## src/rtl/i2c_shift_reg_if.sv

```systemverilog
// Control-side bundle between the I2C control FSM (master) and the byte shifter (slave).
// The SCL/SDA pad signals stay as plain ports on the shifter.
interface i2c_shift_reg_if;
    logic       i_shift_load;
    logic       i_shift_en;
    logic       i_rw_mode;
    logic [7:0] i_tx_data;
    logic       i_ack_en;
    logic [7:0] o_rx_data;
    logic       o_shift_done;
    logic       o_ack_received;
    logic       o_busy;
    logic [3:0] o_bit_cnt;

    modport master (
        output i_shift_load, i_shift_en, i_rw_mode, i_tx_data, i_ack_en,
        input  o_rx_data, o_shift_done, o_ack_received, o_busy, o_bit_cnt
    );

    modport slave (
        input  i_shift_load, i_shift_en, i_rw_mode, i_tx_data, i_ack_en,
        output o_rx_data, o_shift_done, o_ack_received, o_busy, o_bit_cnt
    );
endinterface

```

## src/rtl/i2c_shift_reg.sv

```systemverilog
// I2C byte shifter: moves 8 data bits plus the ACK bit between the control FSM and the
// SDA pad, paced by synchronized SCL edges. Works for master and slave since SCL is only followed.
module i2c_shift_reg #(
    parameter int unsigned SYNC_STAGES = 2
) (
    input  logic                  i_sys_clk,
    input  logic                  i_rst_n,
    i2c_shift_reg_if.slave        ctrl,
    input  logic                  i_scl_in,
    input  logic                  i_sda_in,
    output logic                  o_sda_out,
    output logic                  o_sda_oe
);

    typedef enum logic [1:0] {StIdle, StData, StAck} state_e;

    logic [SYNC_STAGES-1:0] r_scl_sync;
    logic [SYNC_STAGES-1:0] r_sda_sync;
    logic                   r_scl_dly;
    logic                   w_scl_s;
    logic                   w_sda_s;
    logic                   w_scl_rise;
    logic                   w_scl_fall;

    state_e     r_state,      w_state_d;
    logic [7:0] r_shreg,      w_shreg_d;
    logic       r_rx_mode,    w_rx_mode_d;
    logic [3:0] r_bit_cnt,    w_bit_cnt_d;
    logic       r_sda_out,    w_sda_out_d;
    logic       r_sda_oe,     w_sda_oe_d;
    logic [7:0] r_rx_data,    w_rx_data_d;
    logic       r_done,       w_done_d;
    logic       r_ack_rcv,    w_ack_rcv_d;
    logic       r_busy,       w_busy_d;
    logic       r_ack_sample, w_ack_sample_d;

    // Synchronizers idle high so reset never looks like a bus edge towards the FSM.
    always_ff @(posedge i_sys_clk or negedge i_rst_n) begin
        if (!i_rst_n) begin
            r_scl_sync <= '1;
            r_sda_sync <= '1;
            r_scl_dly  <= 1'b1;
        end else begin
            r_scl_sync <= {r_scl_sync[SYNC_STAGES-2:0], i_scl_in};
            r_sda_sync <= {r_sda_sync[SYNC_STAGES-2:0], i_sda_in};
            r_scl_dly  <= r_scl_sync[SYNC_STAGES-1];
        end
    end

    assign w_scl_s    = r_scl_sync[SYNC_STAGES-1];
    assign w_sda_s    = r_sda_sync[SYNC_STAGES-1];
    assign w_scl_rise = w_scl_s & ~r_scl_dly;
    assign w_scl_fall = ~w_scl_s & r_scl_dly;

    always_comb begin
        w_state_d      = r_state;
        w_shreg_d      = r_shreg;
        w_rx_mode_d    = r_rx_mode;
        w_bit_cnt_d    = r_bit_cnt;
        w_sda_out_d    = r_sda_out;
        w_sda_oe_d     = r_sda_oe;
        w_rx_data_d    = r_rx_data;
        w_done_d       = 1'b0;
        w_ack_rcv_d    = r_ack_rcv;
        w_busy_d       = r_busy;
        w_ack_sample_d = r_ack_sample;

        unique case (r_state)
            StIdle: begin
                if (ctrl.i_shift_load && ctrl.i_shift_en) begin
                    w_state_d      = StData;
                    w_rx_mode_d    = ctrl.i_rw_mode;
                    w_bit_cnt_d    = 4'd0;
                    w_busy_d       = 1'b1;
                    w_ack_sample_d = 1'b0;
                    if (ctrl.i_rw_mode) begin
                        w_sda_oe_d  = 1'b0;
                        w_sda_out_d = 1'b1;
                    end else begin
                        w_shreg_d   = ctrl.i_tx_data;
                        w_sda_out_d = ctrl.i_tx_data[7];
                        w_sda_oe_d  = 1'b1;
                    end
                end
            end

            StData: begin
                if (!ctrl.i_shift_en) begin
                    w_state_d   = StIdle;
                    w_sda_oe_d  = 1'b0;
                    w_sda_out_d = 1'b1;
                    w_busy_d    = 1'b0;
                    w_bit_cnt_d = 4'd0;
                end else if (w_scl_rise) begin
                    if (r_rx_mode) begin
                        w_shreg_d = {r_shreg[6:0], w_sda_s};
                    end
                end else if (w_scl_fall) begin
                    w_bit_cnt_d = r_bit_cnt + 4'd1;
                    if (r_bit_cnt == 4'd7) begin
                        w_state_d = StAck;
                        if (r_rx_mode) begin
                            w_sda_out_d = ~ctrl.i_ack_en;
                            w_sda_oe_d  = 1'b1;
                        end else begin
                            w_sda_out_d = 1'b1;
                            w_sda_oe_d  = 1'b0;
                        end
                    end else if (!r_rx_mode) begin
                        w_shreg_d   = {r_shreg[6:0], 1'b0};
                        w_sda_out_d = r_shreg[6];
                    end
                end
            end

            StAck: begin
                if (!ctrl.i_shift_en) begin
                    w_state_d   = StIdle;
                    w_sda_oe_d  = 1'b0;
                    w_sda_out_d = 1'b1;
                    w_busy_d    = 1'b0;
                    w_bit_cnt_d = 4'd0;
                end else if (w_scl_rise) begin
                    w_ack_sample_d = ~w_sda_s;
                end else if (w_scl_fall) begin
                    w_state_d   = StIdle;
                    w_bit_cnt_d = 4'd8;
                    w_sda_oe_d  = 1'b0;
                    w_sda_out_d = 1'b1;
                    w_done_d    = 1'b1;
                    w_ack_rcv_d = r_ack_sample;
                    w_busy_d    = 1'b0;
                    if (r_rx_mode) begin
                        w_rx_data_d = r_shreg;
                    end
                end
            end

            default: begin
                w_state_d = StIdle;
            end
        endcase
    end

    always_ff @(posedge i_sys_clk or negedge i_rst_n) begin
        if (!i_rst_n) begin
            r_state      <= StIdle;
            r_shreg      <= 8'h00;
            r_rx_mode    <= 1'b0;
            r_bit_cnt    <= 4'd0;
            r_sda_out    <= 1'b1;
            r_sda_oe     <= 1'b0;
            r_rx_data    <= 8'h00;
            r_done       <= 1'b0;
            r_ack_rcv    <= 1'b0;
            r_busy       <= 1'b0;
            r_ack_sample <= 1'b0;
        end else begin
            r_state      <= w_state_d;
            r_shreg      <= w_shreg_d;
            r_rx_mode    <= w_rx_mode_d;
            r_bit_cnt    <= w_bit_cnt_d;
            r_sda_out    <= w_sda_out_d;
            r_sda_oe     <= w_sda_oe_d;
            r_rx_data    <= w_rx_data_d;
            r_done       <= w_done_d;
            r_ack_rcv    <= w_ack_rcv_d;
            r_busy       <= w_busy_d;
            r_ack_sample <= w_ack_sample_d;
        end
    end

    assign o_sda_out           = r_sda_out;
    assign o_sda_oe            = r_sda_oe;
    assign ctrl.o_rx_data      = r_rx_data;
    assign ctrl.o_shift_done   = r_done;
    assign ctrl.o_ack_received = r_ack_rcv;
    assign ctrl.o_busy         = r_busy;
    assign ctrl.o_bit_cnt      = r_bit_cnt;

endmodule

```

## src/flat_wrapper.sv

```systemverilog
// flat-port wrapper written by rule: the top's interface ports become plain ports
module i2c_shift_reg_flat 
#(
    parameter int unsigned SYNC_STAGES = 2
)
  (i_sys_clk, i_rst_n, i_scl_in, i_sda_in, o_sda_out, o_sda_oe, ctrl_i_shift_load, ctrl_i_shift_en, ctrl_i_rw_mode, ctrl_i_tx_data, ctrl_i_ack_en, ctrl_o_rx_data, ctrl_o_shift_done, ctrl_o_ack_received, ctrl_o_busy, ctrl_o_bit_cnt);
  i2c_shift_reg_if ctrl_i ();
  input  logic i_sys_clk;
  input  logic i_rst_n;
  input  logic i_scl_in;
  input  logic i_sda_in;
  output logic o_sda_out;
  output logic o_sda_oe;
  input wire logic [$bits(ctrl_i.i_shift_load)-1:0] ctrl_i_shift_load;
  input wire logic [$bits(ctrl_i.i_shift_en)-1:0] ctrl_i_shift_en;
  input wire logic [$bits(ctrl_i.i_rw_mode)-1:0] ctrl_i_rw_mode;
  input wire logic [$bits(ctrl_i.i_tx_data)-1:0] ctrl_i_tx_data;
  input wire logic [$bits(ctrl_i.i_ack_en)-1:0] ctrl_i_ack_en;
  output wire logic [$bits(ctrl_i.o_rx_data)-1:0] ctrl_o_rx_data;
  output wire logic [$bits(ctrl_i.o_shift_done)-1:0] ctrl_o_shift_done;
  output wire logic [$bits(ctrl_i.o_ack_received)-1:0] ctrl_o_ack_received;
  output wire logic [$bits(ctrl_i.o_busy)-1:0] ctrl_o_busy;
  output wire logic [$bits(ctrl_i.o_bit_cnt)-1:0] ctrl_o_bit_cnt;
  assign ctrl_i.i_shift_load = ctrl_i_shift_load;
  assign ctrl_i.i_shift_en = ctrl_i_shift_en;
  assign ctrl_i.i_rw_mode = ctrl_i_rw_mode;
  assign ctrl_i.i_tx_data = ctrl_i_tx_data;
  assign ctrl_i.i_ack_en = ctrl_i_ack_en;
  assign ctrl_o_rx_data = ctrl_i.o_rx_data;
  assign ctrl_o_shift_done = ctrl_i.o_shift_done;
  assign ctrl_o_ack_received = ctrl_i.o_ack_received;
  assign ctrl_o_busy = ctrl_i.o_busy;
  assign ctrl_o_bit_cnt = ctrl_i.o_bit_cnt;
  i2c_shift_reg #(.SYNC_STAGES(SYNC_STAGES)) u_core (.i_sys_clk(i_sys_clk), .i_rst_n(i_rst_n), .ctrl(ctrl_i), .i_scl_in(i_scl_in), .i_sda_in(i_sda_in), .o_sda_out(o_sda_out), .o_sda_oe(o_sda_oe));
endmodule
```

## config.mk

```make
export PLATFORM = sky130hd
export DESIGN_NAME = i2c_shift_reg_flat
export DESIGN_NICKNAME = d
export VERILOG_FILES = /design/src/rtl/i2c_shift_reg_if.sv /design/src/rtl/i2c_shift_reg.sv /design/src/flat_wrapper.sv
export SDC_FILE = /design/constraint.sdc
export NUM_CORES = 1
export LEC_CHECK = 0
export CAP_MARGIN = 10
export CORE_ASPECT_RATIO = 1.2
export CORE_MARGIN = 2
export CORE_UTILIZATION = 46
export CTS_CLUSTER_DIAMETER = 40
export CTS_CLUSTER_SIZE = 20
export DETAILED_ROUTE_END_ITERATION = 10
export MAX_ROUTING_LAYER = met4
export PLACE_DENSITY_LB_ADDON = 0.08
export REMOVE_ABC_BUFFERS = 1
export SLEW_MARGIN = 20
export SYNTH_ARGS = -nofsm -noshare
export SYNTH_HDL_FRONTEND = slang
export SYNTH_SLANG_ARGS = --single-unit
```

## constraint.sdc

```tcl
create_clock -name i_sys_clk -period 1.8 [get_ports i_sys_clk]
set_input_delay 0.54 -clock i_sys_clk [delete_from_list [all_inputs] [get_ports i_sys_clk]]
set_output_delay 0.54 -clock i_sys_clk [all_outputs]
set_load 0.02 [all_outputs]
```

# Word-level counts from Yosys, hierarchy flattened
# Cells that the tools add are included.
# word_totals
wordCells	116
ff_bits	34
in_bits	16
output_inout_bits	17
# op_classes
muxes	60
bitwise	7
n_reduce_logical	15
addsub	1
n_eq_ne	19
# op_table
cell	n
$mux W8	8
$mux W1	30
$mux W4	7
$mux W2	8
$pmux W8 S2	1
$ne A3 B2 Y1 const B	5
$reduce_and A7 Y1	2
$pmux W4 S3	1
$reduce_and A6 Y1	2
$reduce_and A5 Y1	2
$ne A3 B3 Y1 const B	3
$pmux W1 S3	3
$ne A2 B2 Y1 const B	4
$reduce_and A4 Y1	2
$reduce_and A8 Y1	1
$pmux W2 S3	1
$not A1 Y1	5
$add A4 B1 Y4 const B	1
$eq A4 B3 Y1 const B	1
$ne A2 B1 Y1 const B	2
$ne A4 B4 Y1 const B	1
$reduce_bool A2 Y1	2
$ne A3 B1 Y1 const B	1
$reduce_bool A3 Y1	1
7 further kinds	8

# Logic depth before layout (Yosys ltp)
# Gate-level depths: netlist of the first run.
# logic_depth
ltp_word	7
mapped_depth	8
mapped_depth_nobuf	6

# Worst setup path before layout of the first run
# No wires, ideal clock.
# synth_path
path_kind	register to register
start	reg u_core.r_state[1]
end	reg u_core.r_sda_oe (netlist: u_core.o_sda_oe)
n_path_buf	1
setup_ns	0.125
period_less_slack_ns	1.830
arrival_ns	1.705
path_slack_ns	-0.030
required_ns	1.675
path_stages_with_launch	8
path_cell_list	dfrtp_1 inv_1 ha_1 buf_6 nor3b_1 a211oi_2 nor4_1 mux2_2
# synth_via
elab_chain_cells	3
word_cells_on_any_way	12
classes_between	eq/ne: 8; mux: 1; reduce/logical: 3
# synth_rtl
element	line	source
start: declaration	i2c_shift_reg.sv:25	state_e r_state, w_state_d;
start signal: assignment	i2c_shift_reg.sv:147	r_state <= StIdle;
start signal: assignment	i2c_shift_reg.sv:159	r_state <= w_state_d;
$eq A2 B1 Y1 (tied with other cells)	i2c_shift_reg.sv:68	unique case (r_state)
$ne A3 B2 Y1 (no line) (tied with other cells)	--	
$reduce_and A7 Y1 (no line)	--	
end signal: assignment	i2c_shift_reg.sv:164	r_sda_oe <= w_sda_oe_d;
end: declaration	i2c_shift_reg.sv:30	logic r_sda_oe, w_sda_oe_d;
# Several ways; a longest one is shown, not always the timed one.
# A chain may end at the register's enable or synchronous reset.

# Worst setup path in the final report of the first run
# Ends and elaborated chain as after synthesis.

==> results of run 1 <==
## flip-flops by register name (all words and copies together) (netlist names), 2 cells and up
signal,cells
u_core.r_scl_sync,2
u_core.ctrl.o_rx_data,8
u_core.r_state,2
u_core.r_shreg,8
u_core.r_sda_sync,2
u_core.ctrl.o_bit_cnt,4
## through the flow
stage | cells | instance area, µm² | hold WS, ns | setup WS, ns
3_3_place_gp | 228 | 2200 | 0.347 | -0.253
6_report | 238 | 2400 | 0.361 | 0.0157
2_1_floorplan | 135 | 1650 | 0.244 | -0.133
3_5_place_dp | 228 | 2200 | 0.350 | -0.350
4_1_cts | 237 | 2330 | 0.363 | 0.00314
5_1_grt | 238 | 2400 | 0.364 | -0.0511
## synth_stat cells (2+ instances only)
cell type,number
dfrtp_1,28
nor2b_1,2
nand3b_1,3
mux2_2,26
o21ai_0,9
o21a_1,2
nand2_1,7
buf_6,2
ha_1,5
dfstp_2,6
nand2b_1,2
o31ai_1,3
inv_1,5
nor2_1,6
nand3_1,5
nor3_1,3
buf_2,2
## logic make-up (layout without fill, tap and decap cells)
group           after synthesis  in the layout  synth area share [%]
compound gates               28             29                  12.8
fa+ha+maj                     5              5                  3.70
buf+inv                      10             68                  3.47
flops                        34             34                  50.7
mux                          27             27                  17.9
simple gates                 36             36                  11.5
## repair_timing
item,4_1_cts,5_1_grt
gates cloned,1,0
endpoints found under the setup margin,18,26
setup buffers,0,1
pin swaps,1,3
gates resized for setup,16,15
## layer usage
| metal | routed length, µm | vias up |
|---|---|---|
| li1 | - | 626 |
| met1 | 1540 | 649 |
| met2 | 2090 | 36 |
| met3 | 187 | 6 |
| met4 | 65 | 0 |
| met5 | 0 | - |
## layout make-up
class / count / area (µm²) / share of cell area [%]
Clock buffer: 8 / 90.1 / 3.76
Inverter: 5 / 18.8 / 0.783
Sequential cell: 34 / 860 / 35.9
Timing Repair Buffer: 55 / 524 / 21.9
Tap cell: 39 / 48.8 / 2.04
Multi-Input combinational cell: 97 / 855 / 35.7
## path summary, 6_finish.rpt
| path | startpoint | to | slack (ns) | cells past startpoint |
|---|---|---|---|---|
| max | u_core.r_state[1] | u_core.o_sda_oe | 0.02 | 6 |
| min | u_core.r_scl_sync[0] | u_core.r_scl_sync[1] | 0.36 | 0 |
| max reg2reg | u_core.r_state[1] | u_core.o_sda_oe | 0.02 | 6 |
| min reg2reg | u_core.r_scl_sync[0] | u_core.r_scl_sync[1] | 0.36 | 0 |
| max in group asynchronous | i_rst_n | u_core.r_sda_sync[1] | 0.93 | 2 |
| min in group asynchronous | i_rst_n | u_core.ctrl.o_ack_received | 0.63 | 2 |
## where the power goes
part | internal, mW | switching, mW | total, mW
Combinational | 0.660 | 0.580 | 1.24
Sequential | 0.944 | 0.142 | 1.09
Clock | 0.312 | 0.264 | 0.576
## worst max-delay path: cells and delay by family, from the launching register on
family                     cells  cell delay, ns
and+or+nand+nor                1            0.25
DFF                            1            0.38
buffers and inverters          1            0.14
adders and majority gates      1            0.20
muxes                          1            0.36
AOI/OAI and AO/OA              2            0.32
==> key figures, run 1 <==
Synth
  • #FFs+latches synth: 34
  • Synth Area per Inst: 12.1 µm²
  • Synth Cell Area: 1690 µm²
  • Synth area leader: dfrtp_1
  • Post-synth cell types: 41
  • Yosys warns: 0
  • Most common flop cell mapped by yosys: dfrtp_1
  • Post-synth EDFFs: 0
  • Synth area leaders: dfrtp_1, mux2_2, dfstp_2
  • Post-Synthesis Cells: 140
  • Top cell type's share of synthesized area: 41.4%
  • Post-synthesis async set-or-reset flop share: 100%
  • Post-synthesis sequential area ratio: 50.7%

Pwr
  • Worst vdd ir: 0.757 mV
  • Leak: 1.19 nW
  • Power per Cell Area: 1210 nW/µm²
  • Total Power: 2.90 mW

Critical path
  • Nature of the critical path endpoint: register
  • Startpoint types: register
  • CP required: 1.96 ns
  • Worst-path cell chain: buf_4 > ha_1 > o21ai_1 > a211oi_2 > nor4_1 > mux2_2
  • Critical path arrival: 1.95 ns
  • Crit Path Category: reg -> reg
  • Crit Path Max Fanout: 3
  • Slowest stage delay, CP: 0.38 ns
  • CP max stage cell: dfrtp_1

Die
  • Row count: 24
  • Core Region: 3570 µm²
  • Area of the die: 4180 µm²
  • Effective utilization at floorplan: 47.4%
  • Num ports: 33
  • Die Y: 70.5 µm
  • Die X: 59.4 µm

CTS
  • Root Buffer: clkbuf_8
  • Clk Latency, worst-skew pair: 0.28 ns
  • Clock-pin slew on the worst setup and hold paths: 0.07 ns
  • H-tree Lvls: 2
  • Inserted Clock Buffers: 5
  • Hold_buf cts: 0
  • Max clock buf depth: 2
  • CTS tree: built
  • Sink Count: 34

Timing
  • Achievable frequency: 0.560 GHz
  • Hold Violations, Final: 0
  • Final TNS setup: 0 ns
  • Final setup vio count: 0
  • RSZ-0062 raised after global routing: true
  • Setup Skew: 0.00666 ns
  • Final period utilization: 99.1%
  • Slew @ Worst Pin: 0.394 ns
  • Rel. slew slack: 73.5%
  • Tmin final: 1.78 ns
  • Max Slew Vio Count: 0

Routing
  • DR WL/cell: 16.3 µm
  • Post-DRT Antenna Nets: 0
  • Routed Wire Length: 3.88 mm
  • Initial DRT Pass Iterations: 4
  • Vias: 1,317
  • # DRC: 0
  • Drt initial violations: 29
  • Vias per inst: 5.53

Flow run
  • Max Cap Violations: 0

Final layout
  • Share of cells above drive strength 1: 39.2%
  • Final nets: 219
  • Most frequent cells in the layout: dfrtp_1, mux2_2, buf_4, clkdlybuf4s50_1, dlygate4sd2_1
  • Commonest non-fill, non-tap cell in the layout: dfrtp_1
  • Layout area overhead: 41.5%
  • Post-route core utilization: 67.1%
  • Diodes inserted: 0
  • Number of fillers in the final layout: 281

Global routing
  • Initial antenna violation count: 0
  • Routing usage on met1: 25.1%
  • Total GRT Usage: 21.6%
  • GRT busiest layer: met2
  • Global-route wire length before repair: 6.58 mm
  • Met2 Usage GRT: 34.6%
  • Largest net degree at the start of global routing: 35
  • GR Util met3: 5.37%
  • Grt total ovfl: 0
  • Vias in the first global route: 1,431

Placed design
  • Final GP Congestion: 0.800
  • DP HPWL: 2.68 mm
  • Port Buffers: 32

Hold path
  • Min-delay worst type: reg -> reg

Run status
  • Outcome: completed
Note: power is estimated with default switching activity, not from simulation.
==> inputs of run 2 (changes only) <==
Settings changed: RECOVER_POWER set to 100, SLEW_MARGIN 20 to 5.
==> results of run 2 <==
No change in the layout: final DEF, timing and power equal those of run 1.
==> inputs of run 3 (changes only) <==
Settings changed: CORE_UTILIZATION 46 to 48, CTS_BUF_LIST set to sky130_fd_sc_hd__clkbuf_2.
==> run 3 against run 2 <==
Flip-flop and latch count unchanged. Clock skew up 0.0020 ns. Combinational power about the same. Critical path depth down 1. Critical path type is now in -> reg. Critical endpoint is now u_core.r_ack_sample. Largest cell class is now multi-input gates. Largest power group unchanged.
==> key figures, run 3 (synthesis gave the netlist of run 1 again) <==
Critical path
  • Slowest stage delay, CP: 0.68 ns (+0.30 ns)
  • CP max stage cell: clkdlybuf4s50_1
  • Critical path arrival: 2.09 ns (+0.14 ns)
  • CP required: 2.12 ns (+0.16 ns)
  • Crit Path Category: in -> reg
  • Startpoint types: input pin
  • Reg2reg setup slack: 0.05 ns (+0.03 ns)
  • Worst path bufs/invs: 2 (+1)
  • Crit Path Max Fanout: 7 (+4)
  • Nature of the critical path endpoint: register
  • Top delay family on crit path: buffers and inverters
  • Worst-path cell chain: clkdlybuf4s50_1 > a21boi_4 > buf_4 > or4_1 > nand3_1

Hold path
  • Min-delay worst type: reg -> reg

CTS
  • Inserted Clock Buffers: 5 (unchanged)
  • CTS tree: built
  • H-tree Lvls: 2 (unchanged)
  • Max clock buf depth: 2 (unchanged)
  • Sink Count: 34 (unchanged)
  • Clock-pin slew on the worst setup and hold paths: 0.17 ns (+0.10 ns)
  • Clk Latency, worst-skew pair: 0.37 ns (+0.09 ns)
  • Root Buffer: clkbuf_2

Final layout
  • Share of cells above drive strength 1: 42.7% (+3.5 points)
  • Non-Filler Instances: 236 (-0.84%)
  • Post-route cell area: 2310 µm² (-3.8%)
  • Commonest non-fill, non-tap cell in the layout: dfrtp_1
  • Multi-input logic area: 876 µm² (+2.5%)
  • Final nets: 219 (unchanged)
  • Number of fillers in the final layout: 264 (-6.0%)
  • FF+latch area: 858 µm² (-0.15%)
  • Layout area overhead: 36.2%
  • Diodes inserted: 0 (unchanged)
  • Most frequent cells in the layout: dfrtp_1, mux2_2, buf_4, dlygate4sd2_1, clkdlybuf4s50_1

Timing
  • Achievable frequency: 0.566 GHz (+0.99%)
  • Final TNS setup: 0 ns (unchanged)
  • Final setup vio count: 0 (unchanged)
  • Max Slew Vio Count: 0 (unchanged)
  • Final period utilization: 98.2% (-0.97 points)
  • Hold Violations, Final: 0 (unchanged)
  • Final WS setup: 0.0332 ns (+0.0175 ns)
  • RSZ-0062 raised after global routing: true
  • Rel. slew slack: 45.0% (-29 points)
  • Tmin final: 1.77 ns (-0.0175 ns)
  • Setup Skew: 0.00862 ns (+0.00196 ns)
  • Slew @ Worst Pin: 0.825 ns (+0.431 ns)
  • Hold_ws: 0.368 ns (+0.00624 ns)

Routing
  • DR WL/cell: 16.1 µm (-1.3%)
  • Vias: 1,343 (+2.0%)
  • Initial DRT Pass Iterations: 4 (unchanged)
  • Routed Wire Length: 3.80 mm (-2.1%)
  • Vias per inst: 5.69 (+2.8%)
  • # DRC: 0 (unchanged)
  • Post-DRT Antenna Nets: 0 (unchanged)
  • Drt initial violations: 45 (+55%)

Placed design
  • Dpl cells: 226 (-0.88%)
  • Place WS: -0.368 ns (-0.0180 ns)
  • Placed instance area: 2200 µm² (-0.11%)
  • DP HPWL: 2.80 mm (+4.3%)
  • Port Buffers: 32 (unchanged)
  • Final GP Congestion: 0.834 (+4.3%)

Die
  • Effective utilization at floorplan: 50.3% (+2.9 points)
  • Num ports: 33 (unchanged)
  • Die Y: 69.1 µm (-2.0%)
  • Core Region: 3370 µm² (-5.8%)
  • Die X: 58.2 µm (-2.0%)
  • Area of the die: 4020 µm² (-3.9%)
  • Row count: 23 (-4.2%)

Global routing
  • Total GRT Usage: 21.5% (-0.026 points)
  • Global-route wire length before repair: 6.43 mm (-2.3%)
  • Grt total ovfl: 0 (unchanged)
  • Initial antenna violation count: 0 (unchanged)
  • Vias in the first global route: 1,414 (-1.2%)
  • Largest net degree at the start of global routing: 35 (unchanged)

Pwr
  • Power per Cell Area: 1160 nW/µm² (-4.6%)
  • Leak: 1.11 nW (-7.0%)
  • Worst vdd ir: 0.953 mV (+26%)

Flow run
  • Max Cap Violations: 0 (unchanged)

Run status
  • Outcome: completed
-- run 3: cell types whose count changed in the layout (fill, tap and decap cells not counted), moves of 3 or more --
cell	previous run	this run
dlygate4sd3_1	0	3
dlygate4sd2_1	7	14
clkbuf_8	6	0
dlymetal6s2s_1	6	0
clkdlybuf4s50_1	19	12
clkbuf_2	0	9
-- run 3: where the power goes --
part	total, mW	internal (mW)	switching (mW)
registers	1.07	0.939	0.135
logic	1.24	0.665	0.576
clock network	0.349	0.0955	0.254
total	2.66	1.70	0.964
-- run 3: cell type report --
type / instances / area share (%)
Multi-Input combinational cell: 96 / 38.0
Sequential cell: 34 / 37.2
Timing Repair Buffer: 56 / 20.3
Tap cell: 37 / 2.01
Clock buffer: 6 / 1.30
Inverter: 5 / 0.814
Clock inverter: 2 / 0.380
-- run 3: worst paths after layout --
check,cells past startpoint,from,end
worst max register to register,5,u_core.r_state[0],u_core.o_sda_out
max in group asynchronous,2,i_rst_n,u_core.ctrl.o_rx_data[3]
worst min-delay path,0,u_core.r_sda_sync[0],u_core.r_sda_sync[1]
worst max-delay path,5,ctrl_i_shift_en,u_core.r_ack_sample
min in group asynchronous,2,i_rst_n,u_core.r_state[0]
worst min register to register,0,u_core.r_sda_sync[0],u_core.r_sda_sync[1]
-- run 3: layer usage --
layer	up-vias	share of wire, %	global-route usage (%)
met5	-	0	-
met3	9	4.4	5.07
met2	32	52	35.0
met4	0	2.5	9.56
li1	622	-	-
met1	680	41	24.9
-- run 3: repair_timing --
item	CTS	global route
cloned	0	0
endpoints found under the setup margin	28	24
gates resized for setup	30	20
buffers inserted	0	2
hold buffers	0	0
pin swaps	0	5
-- run 3: through the flow --
stage	util (%)	power [mW]
floorplan	-	1.74
global placement	65.3	2.16
detailed placement	65.3	2.21
CTS	67.0	2.57
global route	68.5	2.82
finish	68.5	2.66
